`src/rtl/cpu_io_port.sv`:
```
// ============================================================================
// Module      : cpu_io_port
// Description : I/O endpoint for the 4-bit processor. An output FIFO carries
//               OUT A nibbles to a host; an input FIFO carries host nibbles
//               to IN A. Both FIFOs are first-word-fall-through.
// Revision    : 1.0 - initial release
// ============================================================================
`default_nettype none

module cpu_io_port #(
    parameter int DEPTH = 4,
    parameter int WIDTH = 4
) (
    input  logic                     osc_clock,
    input  logic                     reset,
    input  logic [WIDTH-1:0]         cpu_data_out,
    input  logic                     cpu_out_strobe,
    input  logic                     cpu_in_strobe,
    output logic [WIDTH-1:0]         cpu_data_in,
    output logic                     cpu_in_avail,
    output logic                     cpu_out_space,
    output logic [WIDTH-1:0]         host_rx_data,
    output logic                     host_rx_valid,
    input  logic                     host_rx_ready,
    input  logic [WIDTH-1:0]         host_tx_data,
    input  logic                     host_tx_valid,
    output logic                     host_tx_ready,
    input  logic                     clear_flags,
    output logic                     ovf_flag,
    output logic                     udf_flag,
    output logic [$clog2(DEPTH):0]   out_count,
    output logic [$clog2(DEPTH):0]   in_count
);

    localparam int              c_PTR_W = $clog2(DEPTH);
    localparam int              c_CNT_W = c_PTR_W + 1;
    localparam logic [c_CNT_W-1:0] c_FULL = c_CNT_W'(DEPTH);

    // ---------------- output FIFO (processor -> host) ----------------
    logic [WIDTH-1:0]   r_out_mem [DEPTH];
    logic [c_PTR_W-1:0] r_out_wr;
    logic [c_PTR_W-1:0] r_out_rd;
    logic [c_CNT_W-1:0] r_out_cnt;
    logic               w_out_empty;
    logic               w_out_full;
    logic               w_out_push;
    logic               w_out_pop;

    // ---------------- input FIFO (host -> processor) ----------------
    logic [WIDTH-1:0]   r_in_mem [DEPTH];
    logic [c_PTR_W-1:0] r_in_wr;
    logic [c_PTR_W-1:0] r_in_rd;
    logic [c_CNT_W-1:0] r_in_cnt;
    logic               w_in_empty;
    logic               w_in_full;
    logic               w_in_push;
    logic               w_in_pop;

    logic               r_ovf;
    logic               r_udf;
    logic               w_ovf_evt;
    logic               w_udf_evt;

    // Full/empty come only from registered counts, so no ready/valid
    // combinational loops exist toward the host.
    assign w_out_empty = (r_out_cnt == '0);
    assign w_out_full  = (r_out_cnt == c_FULL);
    assign w_out_push  = cpu_out_strobe && !w_out_full;
    assign w_out_pop   = !w_out_empty && host_rx_ready;
    assign w_ovf_evt   = cpu_out_strobe && w_out_full;

    assign w_in_empty  = (r_in_cnt == '0);
    assign w_in_full   = (r_in_cnt == c_FULL);
    assign w_in_push   = host_tx_valid && !w_in_full;
    assign w_in_pop    = cpu_in_strobe && !w_in_empty;
    assign w_udf_evt   = cpu_in_strobe && w_in_empty;

    // Storage is deliberately not reset; head outputs are gated by empty.
    always_ff @(posedge osc_clock) begin
        if (w_out_push) r_out_mem[r_out_wr] <= cpu_data_out;
        if (w_in_push)  r_in_mem[r_in_wr]   <= host_tx_data;
    end

    always_ff @(posedge osc_clock or posedge reset) begin
        if (reset) begin
            r_out_wr  <= '0;
            r_out_rd  <= '0;
            r_out_cnt <= '0;
            r_in_wr   <= '0;
            r_in_rd   <= '0;
            r_in_cnt  <= '0;
            r_ovf     <= 1'b0;
            r_udf     <= 1'b0;
        end else begin
            if (w_out_push) r_out_wr <= r_out_wr + 1'b1;
            if (w_out_pop)  r_out_rd <= r_out_rd + 1'b1;
            case ({w_out_push, w_out_pop})
                2'b10:   r_out_cnt <= r_out_cnt + 1'b1;
                2'b01:   r_out_cnt <= r_out_cnt - 1'b1;
                default: r_out_cnt <= r_out_cnt;
            endcase

            if (w_in_push) r_in_wr <= r_in_wr + 1'b1;
            if (w_in_pop)  r_in_rd <= r_in_rd + 1'b1;
            case ({w_in_push, w_in_pop})
                2'b10:   r_in_cnt <= r_in_cnt + 1'b1;
                2'b01:   r_in_cnt <= r_in_cnt - 1'b1;
                default: r_in_cnt <= r_in_cnt;
            endcase

            // A set event outranks a simultaneous clear.
            if (w_ovf_evt)        r_ovf <= 1'b1;
            else if (clear_flags) r_ovf <= 1'b0;
            if (w_udf_evt)        r_udf <= 1'b1;
            else if (clear_flags) r_udf <= 1'b0;
        end
    end

    assign host_rx_data  = w_out_empty ? '0 : r_out_mem[r_out_rd];
    assign host_rx_valid = !w_out_empty;
    assign cpu_out_space = !w_out_full;
    assign out_count     = r_out_cnt;

    assign cpu_data_in   = w_in_empty ? '0 : r_in_mem[r_in_rd];
    assign cpu_in_avail  = !w_in_empty;
    assign host_tx_ready = !w_in_full;
    assign in_count      = r_in_cnt;

    assign ovf_flag      = r_ovf;
    assign udf_flag      = r_udf;

endmodule

`default_nettype wire
```
`config.mk`:
```
export PLATFORM = sky130hd
export DESIGN_NAME = cpu_io_port
export DESIGN_NICKNAME = d
export VERILOG_FILES = /design/src/rtl/cpu_io_port.sv
export SDC_FILE = /design/constraint.sdc
export NUM_CORES = 1
export LEC_CHECK = 0
export CAP_MARGIN = 20
export CORE_UTILIZATION = 50
export CTS_CLUSTER_DIAMETER = 100
export CTS_CLUSTER_SIZE = 40
export DETAILED_ROUTE_END_ITERATION = 10
export GPL_TIMING_DRIVEN = 0
export PLACE_DENSITY_LB_ADDON = 0.08
export SLEW_MARGIN = 20
export SYNTH_ARGS = -nofsm -noshare
export SYNTH_HDL_FRONTEND = slang
export SYNTH_SLANG_ARGS = --single-unit
```
`constraint.sdc`:
```
create_clock -name osc_clock -period 3.1 [get_ports osc_clock]
set_clock_uncertainty 0.1 [all_clocks]
set_input_delay 0.465 -clock osc_clock [delete_from_list [all_inputs] [get_ports osc_clock]]
set_output_delay 0.465 -clock osc_clock [all_outputs]
set_load 0.01 [all_outputs]
```
Word level (Yosys, flattened, before mapping)
Memories as Yosys holds them, arrays and structs flattened.
Cells that the tools add are included.
W data, S select, Z words.
{"block": "word_totals", "mem_count": 2, "wordCells": 51, "output_inout_bits": 20, "in_bits": 15, "ff_bits": 16, "mem_bits_rw": 32}
{"memory": "r_in_mem", "depth": 4, "word_bits": 4, "rd": 1, "rd_clocked_by_memory_dff": 0, "wr": 1, "line_no": "50", "text": "logic [WIDTH-1:0] r_in_mem [DEPTH];"}
{"memory": "r_out_mem", "depth": 4, "word_bits": 4, "rd": 1, "rd_clocked_by_memory_dff": 0, "wr": 1, "line_no": "40", "text": "logic [WIDTH-1:0] r_out_mem [DEPTH];"}
{"block": "classes", "n_mux": 11, "n_eq_ne": 6, "reduce_logical": 16, "addsub": 8}
{"operator": "$pmux W3 S2", "count": 2}
{"operator": "$add A2 B1 Y2 const B", "count": 4}
{"operator": "$mux W4", "count": 2}
{"operator": "$reduce_bool A2 Y1", "count": 4}
{"operator": "$mux W1", "count": 7}
{"operator": "$add A3 B1 Y3 const B", "count": 2}
{"operator": "$eq A3 B3 Y1 const B", "count": 2}
{"operator": "$logic_and A1 B1 Y1", "count": 6}
{"operator": "$logic_not A3 Y1", "count": 2}
{"operator": "$sub A3 B1 Y3 const B", "count": 2}
{"operator": "$eq A2 B1 Y1 const B", "count": 2}
{"operator": "$eq A2 B2 Y1 const B", "count": 2}
{"operator": "$logic_not A1 Y1", "count": 4}

Logic depth before layout (Yosys ltp)
{"block": "depth", "word_depth": 5, "mapped_depth": 9, "depth_no_buf": 9}

Least setup slack after synthesis
No wires, ideal clock.
{"block": "synth_timing", "path_kind": "flip-flop to flip-flop", "startpoint": "reg r_in_cnt[0], in the netlist in_count[0]", "endpoint": "reg r_in_cnt[2], in the netlist in_count[2]", "setup_slack_ns": 0.908, "arrival_ns": 2.013, "path_stages_with_launch": 10, "path_buffers": 1, "t_required_ns": 2.921, "synth_period_minus_slack_ns": 2.192, "setup_time_ns": 0.079, "cell_sequence": "dfrtp_1 > or3b_1 > buf_2 > nand2_4 > ha_1 > inv_1 > fa_1 > xor2_1 > nor2_1 > xor2_1"}
{"block": "synth_via", "elab_chain_cells": 5, "elab_cells_between_ends": 12, "cone_classes": "add/sub: 2; eq/ne: 3; mux: 1; reduce/logical: 6"}
{"element": "start, declared", "line_no": "53", "text": "logic [c_CNT_W-1:0] r_in_cnt;"}
{"element": "start signal, assigned", "line_no": "106", "text": "2'b10: r_in_cnt <= r_in_cnt + 1'b1;"}
{"element": "start signal, assigned", "line_no": "107", "text": "2'b01: r_in_cnt <= r_in_cnt - 1'b1;"}
{"element": "start signal, assigned", "line_no": "108", "text": "default: r_in_cnt <= r_in_cnt;"}
{"element": "$eq A3 B3 Y1 *", "line_no": "73", "text": "assign w_in_full = (r_in_cnt == c_FULL);"}
{"element": "$logic_not A1 Y1 *"}
{"element": "via host_tx_ready", "line_no": "27", "text": "output logic host_tx_ready,"}
{"element": "$logic_and A1 B1 Y1 *", "line_no": "74", "text": "assign w_in_push = host_tx_valid && !w_in_full;"}
{"element": "$eq A2 B1 Y1 or $eq A2 B2 Y1 (tied branches)", "line_no": "105", "text": "case ({w_in_push, w_in_pop})"}
{"element": "$pmux W3 S2 or $reduce_bool A2 Y1 (tied branches)"}
The timed path passes the listed nets; every way through them passes the cells marked *.
A chain may end at the register's enable or synchronous reset.

Worst setup path after layout
{"block": "layout_timing", "startpoint": "reg r_in_rd[0]", "endpoint": "out cpu_data_in[0]"}
{"block": "layout_via", "elab_chain_cells": 2}
{"element": "start, declared", "line_no": "52", "text": "logic [c_PTR_W-1:0] r_in_rd;"}
{"element": "start signal, assigned", "line_no": "104", "text": "if (w_in_pop) r_in_rd <= r_in_rd + 1'b1;"}
{"element": "$mem_v2 Z4 W4"}
{"element": "$mux W4", "line_no": "124", "text": "assign cpu_data_in = w_in_empty ? '0 : r_in_mem[r_in_rd];"}
{"element": "end, declared", "line_no": "19", "text": "output logic [WIDTH-1:0] cpu_data_in,"}
Every way passes these cells.

==> metrics.md <==
| Metric | Value |
|---|---|
| Most frequent cell after synthesis | edfxtp_1 |
| Critical Path End | cpu_data_in[0] |
| Die ar. | approximately 0.0046 mm^2 |
| CP peak stage delay | 0.54 ns |
| Hpwl dp | roughly 2.7 mm |
| Clk buf depth | 2 |
| Critical R2R Launch | in_count[0]$_DFFE_PP0P_ |
| Initial antenna violation count | 0 |
| Htree depth | 2 |
| Tcrit/Tclk final | 82.4% |
| Met2 usage | between 20% and 30% |
| Via count | roughly 1,200 |
| Run status | complete, no violations |
| Most Used Layer, Global Route | met2 |
| Hold Buf Count CTS | 0 |
| WP data arrival | between 1.5 and 2 ns |
| GRT overflow | 0 |
| EDFF count, synth | 32 |
| Layout Nets | about 200 |
| Post-Syn Nets | approximately 160 |
| VDD IR max | about 0.00049 V |
| Max Freq | 391 MHz |
| Seq/Total Area, Yosys | a little over three fifths |
| Total Neg Setup Slack | 0 ns |
| RePlAce Congestion | between 0.7 and 0.8 |
| Avg WL per Cell | 15.9 um |
| Num CTS Buffers | 5 |
| Crit path capture type | output port |
| Wire length after detailed routing | approximately 3.6 mm |
| Final min period | around 2.6 ns |
| N_diodes | 0 |
| Area Growth Syn to Fin | 23.4% |
| Mean Syn Cell Area | around 16 um^2 |
| CTS tree | yes |
| Critical path class | flip-flop to output port |
| Clock Sink Count | 48 |
| GR Util met1 | between 20% and 30% |
| Worst Reg2Reg Path Length in Cells | 9 |
| Pin count of the biggest net entering global routing | 17 |
| First-pass GRT wire length | roughly 5.6 mm |
| Site Rows | 23 |
| CP Launch Type | flip-flop |
| Final slew viol count | 0 |
| Drt initial violations | 45 |
| DRT Pass-1 Iters | 4 |
| Vias in the first global route | 1,167 |
| Unique masters post-synth | 29 |
| Yosys reg bits | 48 |
| Share of the synthesized area in the top cell type | 44.2% |
| Worst reg2reg path endpoint | in_count[2]$_DFFE_PP0P_ |
| Crit path required time | about 2.5 ns |
| Endpoints failing setup | 0 |
| Async set-or-reset flop fraction in the synthesized netlist | 33.3% |
| Setup Fix Bufs, Post-CTS | 0 |
| Hold Vio Cnt, Final | 0 |
| Antenna-violating nets left | 0 |
| List of most frequent post-synthesis cells | edfxtp_1, dfrtp_1, inv_1 |
| RSZ-0062 raised after global routing | false |
| Main synth FF type | edfxtp_1 |
| Min-Delay Path Class | flip-flop to flip-flop |
| Non-filler cells, final | roughly 230 |
| DRC | 0 |
| Final core occ | around two thirds |
| Reg clk slew, reported paths | 0.08 ns |
| Cell Pwr Density | 965 mW/mm^2 |
| WHS | 0.416 ns |
| Root Driver | clkbuf_8 |
| Post-CTS sizing | 0 |
| Met3 GRT Util | under 10% |
| YS warnings | 0 |
| Number of buffer cells added on primary ports | 34 |
| CP max FO | 6 |
| Final non-filler cell area | ~0.0027 mm^2 |
| Top cells by area, synth | edfxtp_1, dfrtp_1, mux4_2 |
| Worst Path Buf+Inv | 2 |
| GRT Resource Usage Total | 17.7% |
| Synth area leader | edfxtp_1 |
| Relative slew margins | about three fifths |
| Initial Utilization | 53.2% |
| Vias per cell | slightly above 5 |
| Max Cap Viol | 0 |
| IO Pins | 35 |
| Crit path depth | 4 |
| CP startpoint | r_in_rd[0]$_DFFE_PP0P_ |
| Worst-Skew Late Latency | roughly 0.29 ns |
| Least-Margin Pin Slew | 0.615 ns |
| Share of layout cells above drive strength 1 | 15.2% |
| Vert. Die Dim | between 60 and 70 um |
| Crit path cell chain | buf_6 > mux4_1 > and2_2 > clkdlybuf4s50_1 |
| CP top delay family | buffers and inverters |
| DP Area | around 0.0026 mm^2 |
| Filler cells | 291 |
| Synth Cell Area | ~0.0022 mm^2 |
| Die span in x | roughly 68 um |
| Synth Instances | approximately 140 |
| Leakage | 1.07 nW |
| Reg2reg setup slack | ~0.8 ns |
| Slowest-stage cell, CP | mux4_1 |
| Area of the core | between 0.004 and 0.005 mm^2 |
| Cells after DPL | 220 |
[layer usage]
layer	routed length, um	vias up
li1	-	554
met1	1670	565
met2	1780	31
met3	169	2
met4	11	0
met5	0	-
[kinds of logic after synthesis]
group / Yosys count / synth area share, %
fa+ha+maj: 12 / 7.60
simple gates: 29 / 9.10
mux: 12 / 10.8
xor+xnor: 12 / 4.84
compound gates: 2 / 0.518
flops: 48 / 62.7
buf+inv: 21 / 4.49
[flip-flops by register name (all words and copies together) (netlist names)]
| name | flops |
|---|---|
| r_in_mem | 16 |
| r_out_mem | 16 |
| in_count | 3 |
| out_count | 3 |
| r_in_rd | 2 |
| r_in_wr | 2 |
| r_out_rd | 2 |
| r_out_wr | 2 |
| ovf_flag | 1 |
| udf_flag | 1 |
[how the worst min path moves through the flow]
stage,cells past startpoint,from,end,slack (ns)
finish,1,out_count[2]$_DFFE_PP0P_,out_count[2]$_DFFE_PP0P_,0.42
global route,1,out_count[2]$_DFFE_PP0P_,out_count[2]$_DFFE_PP0P_,0.45
CTS,1,out_count[2]$_DFFE_PP0P_,out_count[2]$_DFFE_PP0P_,0.42
detailed placement,1,out_count[2]$_DFFE_PP0P_,out_count[2]$_DFFE_PP0P_,0.40
global placement,1,out_count[2]$_DFFE_PP0P_,out_count[2]$_DFFE_PP0P_,0.39
floorplan,1,reset,in_count[0]$_DFFE_PP0P_,0.28
[cells in the final DEF, fill, tap and decap left out, types with 4 or more instances in the layout]
| master | netlist | routed |
|---|---|---|
| edfxtp_1 | 32 | 32 |
| and3_1 | 4 | 4 |
| clkdlybuf4s50_1 | 0 | 34 |
| inv_1 | 16 | 16 |
| and2_1 | 8 | 8 |
| and2_2 | 4 | 4 |
| xor2_1 | 6 | 6 |
| dfrtp_1 | 16 | 16 |
| clkbuf_8 | 0 | 5 |
| ha_1 | 10 | 10 |
| xnor2_1 | 6 | 6 |
| mux4_2 | 6 | 6 |
[power by group]
| part | switching [W] | internal [W] |
|---|---|---|
| clock | 0.000192 | 0.000235 |
| sequential | 0.000135 | 0.000888 |
| combinational | 0.000480 | 0.000657 |
[stage by stage]
stage	setup slack, ns	power (W)
2_1_floorplan	0.908	0.00171
3_3_place_gp	0.733	0.00213
3_5_place_dp	0.658	0.00219
4_1_cts	0.525	0.00262
5_1_grt	0.456	0.00277
6_report	0.544	0.00259
[final cells by class]
type                            instances  area, um^2  share of cell area [%]
Sequential cell                        48        1360                    50.8
Multi-Input combinational cell         67         713                    26.6
Timing Repair Buffer                   34         340                    12.7
Clock buffer                            5        68.8                    2.57
Tap cell                               50        62.6                    2.33
Inverter                               16        60.1                    2.24
Clock inverter                          3        37.5                    1.40
Buffer                                  5        37.5                    1.40
(Power assumes the default switching activity.)
